$ cat src/rtl/hazard_pkg.sv
// Shared types for the ID/EX hazard controller and the EX-stage operand muxes.
package hazard_pkg;
    typedef enum logic [1:0] {RUN, LU_STALL, BR_FLUSH} hz_state_t;
    typedef enum logic [1:0] {FWD_RF, FWD_EXMEM, FWD_MEMWB} fwd_sel_t;

    localparam int CNT_W = 3;

    // Counter preload for an N-cycle event: the entry cycle is spent in RUN.
    function automatic logic [CNT_W-1:0] cnt_preload(input int cycles);
        return CNT_W'(cycles - 1);
    endfunction
endpackage

$ cat src/rtl/id_ex_hazard_ctrl_if.sv
// Decode/EX/MEM hazard inputs and the stall/flush/forward controls they produce.
interface id_ex_hazard_ctrl_if #(
    parameter int REG_ADDR_W = 3
);
    logic [REG_ADDR_W-1:0] id_rs1;
    logic [REG_ADDR_W-1:0] id_rs2;
    logic                  id_uses_rs2;
    logic [REG_ADDR_W-1:0] ex_rd;
    logic                  ex_mem_read;
    logic                  ex_rf_write_en;
    logic [REG_ADDR_W-1:0] mem_rd;
    logic                  mem_rf_write_en;
    logic                  branch_taken;
    logic                  pc_stall;
    logic                  if_id_stall;
    logic                  id_ex_bubble;
    logic                  if_id_flush;
    logic [1:0]            fwd_sel_a;
    logic [1:0]            fwd_sel_b;

    modport master (
        output id_rs1, id_rs2, id_uses_rs2, ex_rd, ex_mem_read, ex_rf_write_en,
               mem_rd, mem_rf_write_en, branch_taken,
        input  pc_stall, if_id_stall, id_ex_bubble, if_id_flush, fwd_sel_a, fwd_sel_b
    );

    modport slave (
        input  id_rs1, id_rs2, id_uses_rs2, ex_rd, ex_mem_read, ex_rf_write_en,
               mem_rd, mem_rf_write_en, branch_taken,
        output pc_stall, if_id_stall, id_ex_bubble, if_id_flush, fwd_sel_a, fwd_sel_b
    );
endinterface

$ cat src/rtl/hazard_cmp.sv
// Register-index comparator: does the decode instruction read one stage's destination?
module hazard_cmp #(
    parameter int REG_ADDR_W = 3
) (
    input  logic [REG_ADDR_W-1:0] rs1,
    input  logic [REG_ADDR_W-1:0] rs2,
    input  logic                  uses_rs2,
    input  logic [REG_ADDR_W-1:0] rd,
    output logic                  hit1,
    output logic                  hit2
);
    // R0 is an ordinary register here, so no zero-index exemption.
    assign hit1 = (rs1 == rd);
    assign hit2 = uses_rs2 & (rs2 == rd);
endmodule

$ cat src/rtl/id_ex_hazard_ctrl.sv
// Load-use stall and taken-branch flush control beside the ID/EX register.
// Build option FORWARDING_EN: ALU RAW hazards are forwarded instead of stalled.
module id_ex_hazard_ctrl
    import hazard_pkg::*;
#(
    parameter int REG_ADDR_W     = 3,
    parameter int LOAD_USE_STALL = 1,
    parameter int BRANCH_FLUSH   = 2
) (
    input logic                clk,
    input logic                rst,
    id_ex_hazard_ctrl_if.slave hz
);
    localparam logic [CNT_W-1:0] LU_LOAD  = cnt_preload(LOAD_USE_STALL);
    localparam logic [CNT_W-1:0] BR_LOAD  = cnt_preload(BRANCH_FLUSH);
    localparam bit               LU_MULTI = (LOAD_USE_STALL > 1);
    localparam bit               BR_MULTI = (BRANCH_FLUSH > 1);

    hz_state_t        state, state_nxt;
    logic [CNT_W-1:0] cnt, cnt_nxt;
    logic             ex_hit1, ex_hit2, mem_hit1, mem_hit2;
    logic             ex_load, ex_alu, ex_raw;
    logic             long_stall, short_stall;
    logic             pc_stall, if_id_stall, id_ex_bubble, if_id_flush;

    hazard_cmp #(.REG_ADDR_W(REG_ADDR_W)) u_cmp_ex (
        .rs1      (hz.id_rs1),
        .rs2      (hz.id_rs2),
        .uses_rs2 (hz.id_uses_rs2),
        .rd       (hz.ex_rd),
        .hit1     (ex_hit1),
        .hit2     (ex_hit2)
    );

    hazard_cmp #(.REG_ADDR_W(REG_ADDR_W)) u_cmp_mem (
        .rs1      (hz.id_rs1),
        .rs2      (hz.id_rs2),
        .uses_rs2 (hz.id_uses_rs2),
        .rd       (hz.mem_rd),
        .hit1     (mem_hit1),
        .hit2     (mem_hit2)
    );

    assign ex_load = hz.ex_mem_read & hz.ex_rf_write_en;
    assign ex_alu  = hz.ex_rf_write_en & ~hz.ex_mem_read;
    assign ex_raw  = ex_hit1 | ex_hit2;

`ifdef FORWARDING_EN
    assign long_stall  = ex_load & ex_raw;
    assign short_stall = 1'b0;
`else
    // Without forwarding every EX producer stalls the full length; a MEM-only hit needs one cycle.
    assign long_stall  = (ex_load | ex_alu) & ex_raw;
    assign short_stall = hz.mem_rf_write_en & (mem_hit1 | mem_hit2);
`endif

    always_ff @(posedge clk) begin
        if (!rst) begin
            state <= RUN;
            cnt   <= '0;
        end else begin
            state <= state_nxt;
            cnt   <= cnt_nxt;
        end
    end

    // A taken branch overrides everything, including an in-progress stall.
    always_comb begin
        state_nxt = state;
        cnt_nxt   = cnt;
        if (hz.branch_taken) begin
            state_nxt = BR_MULTI ? BR_FLUSH : RUN;
            cnt_nxt   = BR_MULTI ? BR_LOAD : '0;
        end else begin
            case (state)
                RUN: begin
                    if (long_stall && LU_MULTI) begin
                        state_nxt = LU_STALL;
                        cnt_nxt   = LU_LOAD;
                    end
                end
                LU_STALL, BR_FLUSH: begin
                    if (cnt <= CNT_W'(1)) begin
                        state_nxt = RUN;
                        cnt_nxt   = '0;
                    end else begin
                        cnt_nxt = cnt - 1'b1;
                    end
                end
                default: begin
                    state_nxt = RUN;
                    cnt_nxt   = '0;
                end
            endcase
        end
    end

    always_comb begin
        pc_stall     = 1'b0;
        if_id_stall  = 1'b0;
        id_ex_bubble = 1'b0;
        if_id_flush  = 1'b0;
        if (hz.branch_taken || state == BR_FLUSH) begin
            if_id_flush  = 1'b1;
            id_ex_bubble = 1'b1;
        end else if (state == LU_STALL || long_stall || short_stall) begin
            pc_stall     = 1'b1;
            if_id_stall  = 1'b1;
            id_ex_bubble = 1'b1;
        end
    end

    assign hz.pc_stall     = pc_stall;
    assign hz.if_id_stall  = if_id_stall;
    assign hz.id_ex_bubble = id_ex_bubble;
    assign hz.if_id_flush  = if_id_flush;

`ifdef FORWARDING_EN
    fwd_sel_t fwd_a_nxt, fwd_b_nxt, fwd_a_q, fwd_b_q;

    // The EX producer moves to EX/MEM and the MEM producer to MEM/WB as decode enters EX.
    always_comb begin
        fwd_a_nxt = FWD_RF;
        fwd_b_nxt = FWD_RF;
        if (ex_alu && ex_hit1)                   fwd_a_nxt = FWD_EXMEM;
        else if (hz.mem_rf_write_en && mem_hit1) fwd_a_nxt = FWD_MEMWB;
        if (ex_alu && ex_hit2)                   fwd_b_nxt = FWD_EXMEM;
        else if (hz.mem_rf_write_en && mem_hit2) fwd_b_nxt = FWD_MEMWB;
    end

    always_ff @(posedge clk) begin
        if (!rst || id_ex_bubble) begin
            fwd_a_q <= FWD_RF;
            fwd_b_q <= FWD_RF;
        end else begin
            fwd_a_q <= fwd_a_nxt;
            fwd_b_q <= fwd_b_nxt;
        end
    end

    assign hz.fwd_sel_a = fwd_a_q;
    assign hz.fwd_sel_b = fwd_b_q;
`else
    assign hz.fwd_sel_a = 2'b00;
    assign hz.fwd_sel_b = 2'b00;
`endif
endmodule
$ cat src/flat_wrapper.sv
// flat-port wrapper written by rule: the top's interface ports become plain ports
module id_ex_hazard_ctrl_flat import hazard_pkg::*;
#(
    parameter int REG_ADDR_W     = 3,
    parameter int LOAD_USE_STALL = 1,
    parameter int BRANCH_FLUSH   = 2
)
  (clk, rst, hz_id_rs1, hz_id_rs2, hz_id_uses_rs2, hz_ex_rd, hz_ex_mem_read, hz_ex_rf_write_en, hz_mem_rd, hz_mem_rf_write_en, hz_branch_taken, hz_pc_stall, hz_if_id_stall, hz_id_ex_bubble, hz_if_id_flush, hz_fwd_sel_a, hz_fwd_sel_b);
  id_ex_hazard_ctrl_if #(.REG_ADDR_W(REG_ADDR_W)) hz_i ();
  input logic clk;
  input logic rst;
  input wire logic [$bits(hz_i.id_rs1)-1:0] hz_id_rs1;
  input wire logic [$bits(hz_i.id_rs2)-1:0] hz_id_rs2;
  input wire logic [$bits(hz_i.id_uses_rs2)-1:0] hz_id_uses_rs2;
  input wire logic [$bits(hz_i.ex_rd)-1:0] hz_ex_rd;
  input wire logic [$bits(hz_i.ex_mem_read)-1:0] hz_ex_mem_read;
  input wire logic [$bits(hz_i.ex_rf_write_en)-1:0] hz_ex_rf_write_en;
  input wire logic [$bits(hz_i.mem_rd)-1:0] hz_mem_rd;
  input wire logic [$bits(hz_i.mem_rf_write_en)-1:0] hz_mem_rf_write_en;
  input wire logic [$bits(hz_i.branch_taken)-1:0] hz_branch_taken;
  output wire logic [$bits(hz_i.pc_stall)-1:0] hz_pc_stall;
  output wire logic [$bits(hz_i.if_id_stall)-1:0] hz_if_id_stall;
  output wire logic [$bits(hz_i.id_ex_bubble)-1:0] hz_id_ex_bubble;
  output wire logic [$bits(hz_i.if_id_flush)-1:0] hz_if_id_flush;
  output wire logic [$bits(hz_i.fwd_sel_a)-1:0] hz_fwd_sel_a;
  output wire logic [$bits(hz_i.fwd_sel_b)-1:0] hz_fwd_sel_b;
  assign hz_i.id_rs1 = hz_id_rs1;
  assign hz_i.id_rs2 = hz_id_rs2;
  assign hz_i.id_uses_rs2 = hz_id_uses_rs2;
  assign hz_i.ex_rd = hz_ex_rd;
  assign hz_i.ex_mem_read = hz_ex_mem_read;
  assign hz_i.ex_rf_write_en = hz_ex_rf_write_en;
  assign hz_i.mem_rd = hz_mem_rd;
  assign hz_i.mem_rf_write_en = hz_mem_rf_write_en;
  assign hz_i.branch_taken = hz_branch_taken;
  assign hz_pc_stall = hz_i.pc_stall;
  assign hz_if_id_stall = hz_i.if_id_stall;
  assign hz_id_ex_bubble = hz_i.id_ex_bubble;
  assign hz_if_id_flush = hz_i.if_id_flush;
  assign hz_fwd_sel_a = hz_i.fwd_sel_a;
  assign hz_fwd_sel_b = hz_i.fwd_sel_b;
  id_ex_hazard_ctrl #(.REG_ADDR_W(REG_ADDR_W), .LOAD_USE_STALL(LOAD_USE_STALL), .BRANCH_FLUSH(BRANCH_FLUSH)) u_core (.clk(clk), .rst(rst), .hz(hz_i));
endmodule
$ cat config.mk
export PLATFORM = sky130hd
export DESIGN_NAME = id_ex_hazard_ctrl_flat
export DESIGN_NICKNAME = d
export VERILOG_FILES = /design/src/rtl/hazard_pkg.sv /design/src/rtl/id_ex_hazard_ctrl_if.sv /design/src/rtl/hazard_cmp.sv /design/src/rtl/id_ex_hazard_ctrl.sv /design/src/flat_wrapper.sv
export SDC_FILE = /design/constraint.sdc
export NUM_CORES = 1
export LEC_CHECK = 0
export ABC_CLOCK_PERIOD_IN_PS = 2150
export CAP_MARGIN = 20
export CORE_AREA = 2 2 39 41
export DETAILED_ROUTE_END_ITERATION = 8
export DIE_AREA = 0 0 41 43
export PLACE_DENSITY = 0.7
export SLEW_MARGIN = 20
export SYNTH_ARGS = -nofsm -noshare
export SYNTH_HDL_FRONTEND = slang
export SYNTH_HIERARCHICAL = 1
export SYNTH_SLANG_ARGS = --single-unit
$ cat constraint.sdc
create_clock -name clk -period 2.15 [get_ports clk]
set_clock_uncertainty 0.15 [all_clocks]
set_input_delay 0.3225 -clock clk [delete_from_list [all_inputs] [get_ports clk]]
set_output_delay 0.3225 -clock clk [all_outputs]
set_load 0.005 [all_outputs]
# After elaboration in Yosys (flattened, before gate mapping)
# Cells that the tools add are included.
[totals] register_bits=5 output_inout_bits=8 wordCells=45
[classes] add_sub_neg=1 order_cmp=1 n_eq_ne=9 mux=10 n_bitwise=12 reduce_logical=8
[op_table] cell="equality test 3 bit" n=4
[op_table] cell="bitwise AND 1 bit" n=6
[op_table] cell="case mux 3 bit (2 select lines)" n=1
[op_table] cell="2-to-1 mux 1 bit" n=5
[op_table] cell="2-to-1 mux 2 bit" n=2
[op_table] cell="case mux 2 bit (2 select lines)" n=1
[op_table] cell="AND reduction 2 bit" n=2
[op_table] cell="OR reduction 2 bit" n=2
[op_table] cell="less-or-equal comparator 3 x 1 -> 1 bit (second input constant)" n=1
[op_table] cell="logical OR 1 bit" n=3
[op_table] cell="2-to-1 mux 3 bit" n=1
[op_table] cell="inequality test 3 x 2 -> 1 bit (second input constant)" n=1
[op_table] cell="NOT 1 bit" n=3
[op_table] cell="bitwise OR 1 bit" n=3
[op_table] cell="subtractor 3 x 1 -> 3 bit (second input constant)" n=1
[op_table] cell="equality test 2 x 1 -> 1 bit (second input constant)" n=1
[op_table] cell="equality test 2 bit (second input constant)" n=1
[op_table] cell="zero test 2 bit" n=1
[op_table] cell="inequality test 2 x 1 -> 1 bit (second input constant)" n=1
[op_table] cell="inequality test 2 bit (second input constant)" n=1

# Longest topological paths before layout
[logic_depth] ltp_word=8 ltp_mapped=5 ltp_nobuf=5

# Modules after synthesis
# Netlist, hierarchy kept.
[by_module_without_submodules] module="id_ex_hazard_ctrl" n_inst=1 cells_per_inst=33 area_each_um2=275.3 seq_area_each_um2=80.1
[by_module_without_submodules] module="hazard_cmp" n_inst=2 cells_per_inst=8 area_each_um2=66.3 seq_area_each_um2=0.0

# Worst setup path after synthesis
# Ideal clock, no wire load.
[synth_path] kind="in2out" from="input port hz_id_rs1[0]" to="output port hz_pc_stall" t_arrival_ns=1.075 required_ns=1.678 setup_slack_ns=0.602 cell_stages=5 path_buffers=1 path_cell_list="xor2_1 nor3_1 o21ai_0 a21oi_1 buf_4"
[synth_between] elab_chain_cells=7 word_cells_on_any_way=10 classes_between="eq/ne (2); mux (2); bitwise (4); reduce/logical (2)"
[synth_lines] element="from (decl)" line="flat_wrapper.sv:12" source="input wire logic [$bits(hz_i.id_rs1)-1:0] hz_id_rs1;"
[synth_lines] element="equality test 3 bit" line="hazard_cmp.sv:13" source="assign hit1 = (rs1 == rd);"
[synth_lines] element="net u_core.ex_hit1" line="id_ex_hazard_ctrl.sv:21" source="logic ex_hit1, ex_hit2, mem_hit1, mem_hit2;"
[synth_lines] element="bitwise OR 1 bit" line="id_ex_hazard_ctrl.sv:46" source="assign ex_raw = ex_hit1 | ex_hit2;"
[synth_lines] element="bitwise AND 1 bit" line="id_ex_hazard_ctrl.sv:53" source="assign long_stall = (ex_load | ex_alu) & ex_raw;"
[synth_lines] element="logical OR 1 bit (2 in series)" line="id_ex_hazard_ctrl.sv:106" source="end else if (state == LU_STALL || long_stall || short_stall) begin"
[synth_lines] element="2-to-1 mux 1 bit (2 in series)"
[synth_lines] element="to (decl)" line="flat_wrapper.sv:21" source="output wire logic [$bits(hz_i.pc_stall)-1:0] hz_pc_stall;"
# The timed path passes the listed nets, and every way through them passes these cells.

# Worst setup path in the final report
[layout_path] from="input port hz_id_rs1[0]" to="output port hz_if_id_stall"
[layout_between] elab_chain_cells=7 word_cells_on_any_way=10 classes_between="eq/ne (2); mux (2); bitwise (4); reduce/logical (2)"
[layout_lines] element="equality test 3 bit" line="hazard_cmp.sv:13"
[layout_lines] element="net u_core.ex_hit1" line="id_ex_hazard_ctrl.sv:21"
[layout_lines] element="bitwise OR 1 bit" line="id_ex_hazard_ctrl.sv:46"
[layout_lines] element="bitwise AND 1 bit" line="id_ex_hazard_ctrl.sv:53"
[layout_lines] element="logical OR 1 bit (2 in series)" line="id_ex_hazard_ctrl.sv:106"
[layout_lines] element="2-to-1 mux 1 bit" line="id_ex_hazard_ctrl.sv:106"
[layout_lines] element="2-to-1 mux 1 bit" line="id_ex_hazard_ctrl.sv:103" source="if (hz.branch_taken || state == BR_FLUSH) begin"
[layout_lines] element="to (decl)" line="flat_wrapper.sv:22" source="output wire logic [$bits(hz_i.if_id_stall)-1:0] hz_if_id_stall;"
# The timed path passes the listed nets, and every way through them passes these cells.

==> out/qor.yml <==
number_of_vias_in_the_routed_layout: 410
timing.final.crit_share_pct: 95.62
cp_data_arrival_time_ps: 1580
placement.io_buffers: 21
grt_usage_pct: 12.78
cts_hold_repair.buffers: 0
finalWorstPathRequiredPeriod_ps: 2056
synth_edf_count: 0
setup_viol_count_final: 0
worstPathCellList: "dlygate4sd2_1 -> xor2_1 -> nor3_1 -> o21ai_1 -> buf_4 -> a21oi_1 -> dlygate4sd2_1"
number_of_global_route_vias_before_repair: 382
maximum_number_of_pins_on_one_net_before_global_route_repair: 7
die_y_um: 43
share_of_layout_cells_above_drive_strength_1_pct: 10.81
floorplan.rows: 14
final_net_count: 97
die_width_um: 41
diodes_inserted: 0
ys_ff_latch: 4
postRouteAntennaNets: 0
initial_core_util_pct: 29.48
htree_levels: 1
max-cap-violations: 0
clk_pin_slew_worst_paths_ps: 40
clk_path_buf_depth: 2
power_density_nw_per_um2: 408.6
hold_viol: 0
ys_async_sr_fraction_pct: 0
final_cells: 90
post_synth_num_cell_types: 21
synth_warnings: 6
ff2ff_path_depth: 4
avgRoutedWirePerCell_um: 9.822
critical_path_peak_fanout: 2
critPathSlowestCell: "sky130_fd_sc_hd__dlygate4sd2_1"
final_core_util_pct: 46.56
post_drt_via_cell_ratio: 4.556
status: "complete, no violations"
drtIter0Drc: 3
final_common_cell: "sky130_fd_sc_hd__dlygate4sd2_1"
clock_latency_on_the_worst_skew_pair_ps: 230
power.leakage_nw: 0.2951
totalWireLength_um: 884
path_class: "in2out"
design.core.area_sq_um: 1384
cp_slowest_stage_delay_ps: 260
die-area_sq_um: 1763
worstSetupEndpointType: "primary output"
min_delay_path_depth: 2
critical_path.most_common_cell: "sky130_fd_sc_hd__dlygate4sd2_1"
design.portCount: 27
postSynthAreaPerCell_sq_um: 8.324
worst_min_path_class: "reg2reg"
total_cts_buffers: 3
placed_cells: 86
globalRouteOverflowTotal: 0
clock-root-buffer: "sky130_fd_sc_hd__clkbuf_4"
synth_sequential_area_ratio_pct: 19.63
hold_slack_ps: 335.8
cts.sink_count: 4
rsz0062_at_grt: "false"
mostFrequentLayoutCells: "14 x sky130_fd_sc_hd__dlygate4sd2_1, 6 x sky130_fd_sc_hd__clkdlybuf4s50_1, 6 x sky130_fd_sc_hd__xor2_1, 6 x sky130_fd_sc_hd__xnor2_1"
dominantRegCellSynth: "sky130_fd_sc_hd__dfxtp_1"
worst_voltage_drop_across_the_vdd_grid_v: 0.0003401
routability_driven_placement_congestion_ratio: 0.6710
syn-instance-count: 49
syn2layout_area_growth_pct: 57.98
cp.required_ps: 1680
cts_tree: "done"
max_clock_freq_ghz: 0.4864
hpwlAfterDp_um: 751.7
timing.final.max_slew_violations: 0
fin_total_pwr_mw: 0.2633
syn_area_sq_um: 407.9
grt_pass1_wl_um: 1531
number_of_antenna_violations_at_the_first_check_in_global_routing: 0
dr.pass1.iters: 4
timing.critical_path.from_type: "input port"
post-route-drc-count: 0
-- cell usage after synthesis, types with 2 or more instances --
cell	number	area share (%)
sky130_fd_sc_hd__ha_1	2	6.1
sky130_fd_sc_hd__xnor2_1	6	13
sky130_fd_sc_hd__xor2_1	6	13
sky130_fd_sc_hd__nand3b_1	2	3.7
sky130_fd_sc_hd__dfxtp_1	4	20
sky130_fd_sc_hd__inv_1	2	1.8
sky130_fd_sc_hd__a21oi_1	2	2.5
sky130_fd_sc_hd__and4_1	2	4.3
sky130_fd_sc_hd__buf_4	5	9.2
sky130_fd_sc_hd__nor2_1	2	1.8
sky130_fd_sc_hd__nor3_1	2	2.5
sky130_fd_sc_hd__nand2_1	2	1.8
sky130_fd_sc_hd__nand2b_1	3	4.6
sky130_fd_sc_hd__o21ai_0	2	2.5
-- kinds of logic after synthesis --
group           Yosys count  share of synthesized area (%)
compound gates            8                          14.42
xor+xnor                 12                          25.77
fa+ha+maj                 2                          6.134
buf+inv                   7                          11.04
flops                     4                          19.63
other cells               1                         0.9194
simple gates             15                          22.09
-- layout make-up --
class	count	area (sq um)
Fill cell	145	739.5
Multi-Input combinational cell	41	296.5
Timing Repair Buffer	24	217.7
Sequential cell	4	80.08
Clock buffer	3	22.52
Tap cell	16	20.02
Inverter	2	7.507
-- final timing paths --
path                  from        endpoint  slack (ps)
max           hz_id_rs1[0]  hz_if_id_stall          90
min          u_core/cnt[2]   u_core/cnt[2]         340
max reg2reg  u_core/cnt[1]   u_core/cnt[2]         670
min reg2reg  u_core/cnt[2]   u_core/cnt[2]         340
-- metal layers --
layer	track usage, %	part of all wire [%]
met1	15.86	43
met2	19.69	52
met4	2.000	0
met5	0	0
met3	6.283	4.9
-- flip-flops by register name, summed over array words and instances, names as in the netlist --
register,flops
u_core/cnt,3
u_core/state,1
-- power by group --
part           switching, mW  internal [mW]  total, mW
clock network         0.0306         0.0624     0.0930
logic                 0.0336         0.0543     0.0879
registers            0.00429         0.0781     0.0823
total                 0.0685          0.195      0.263
-- through the flow --
| step | cell area [sq um] | setup TNS (ps) | worst slack (ps) |
|---|---|---|---|
| 2_1_floorplan | 419.2 | 0 | 602.2 |
| 4_1_cts | 639.4 | 0 | 28.89 |
| 6_report | 644.4 | 0 | 94.27 |
| 3_3_place_gp | 626.9 | -786.6 | -302.0 |
| 3_5_place_dp | 626.9 | -838.9 | -321.1 |
| 5_1_grt | 644.4 | 0 | 22.46 |
-- worst max-delay path: cells and delay by family --
family,cells,cell delay (ps)
AOI/OAI and AO/OA,2,250
xor gates and xnor gates,1,160
buffers and inverters,3,660
and+or+nand+nor,1,200
-- what timing repair did --
action / CTS / global route
pin swaps: 4 / 1
setup buffers: 1 / 0
gates cloned: 0 / 0
setup endpoints to repair: 3 / 2
resized for setup: 16 / 2
No activity file was read; power rests on OpenSTA's default activity.
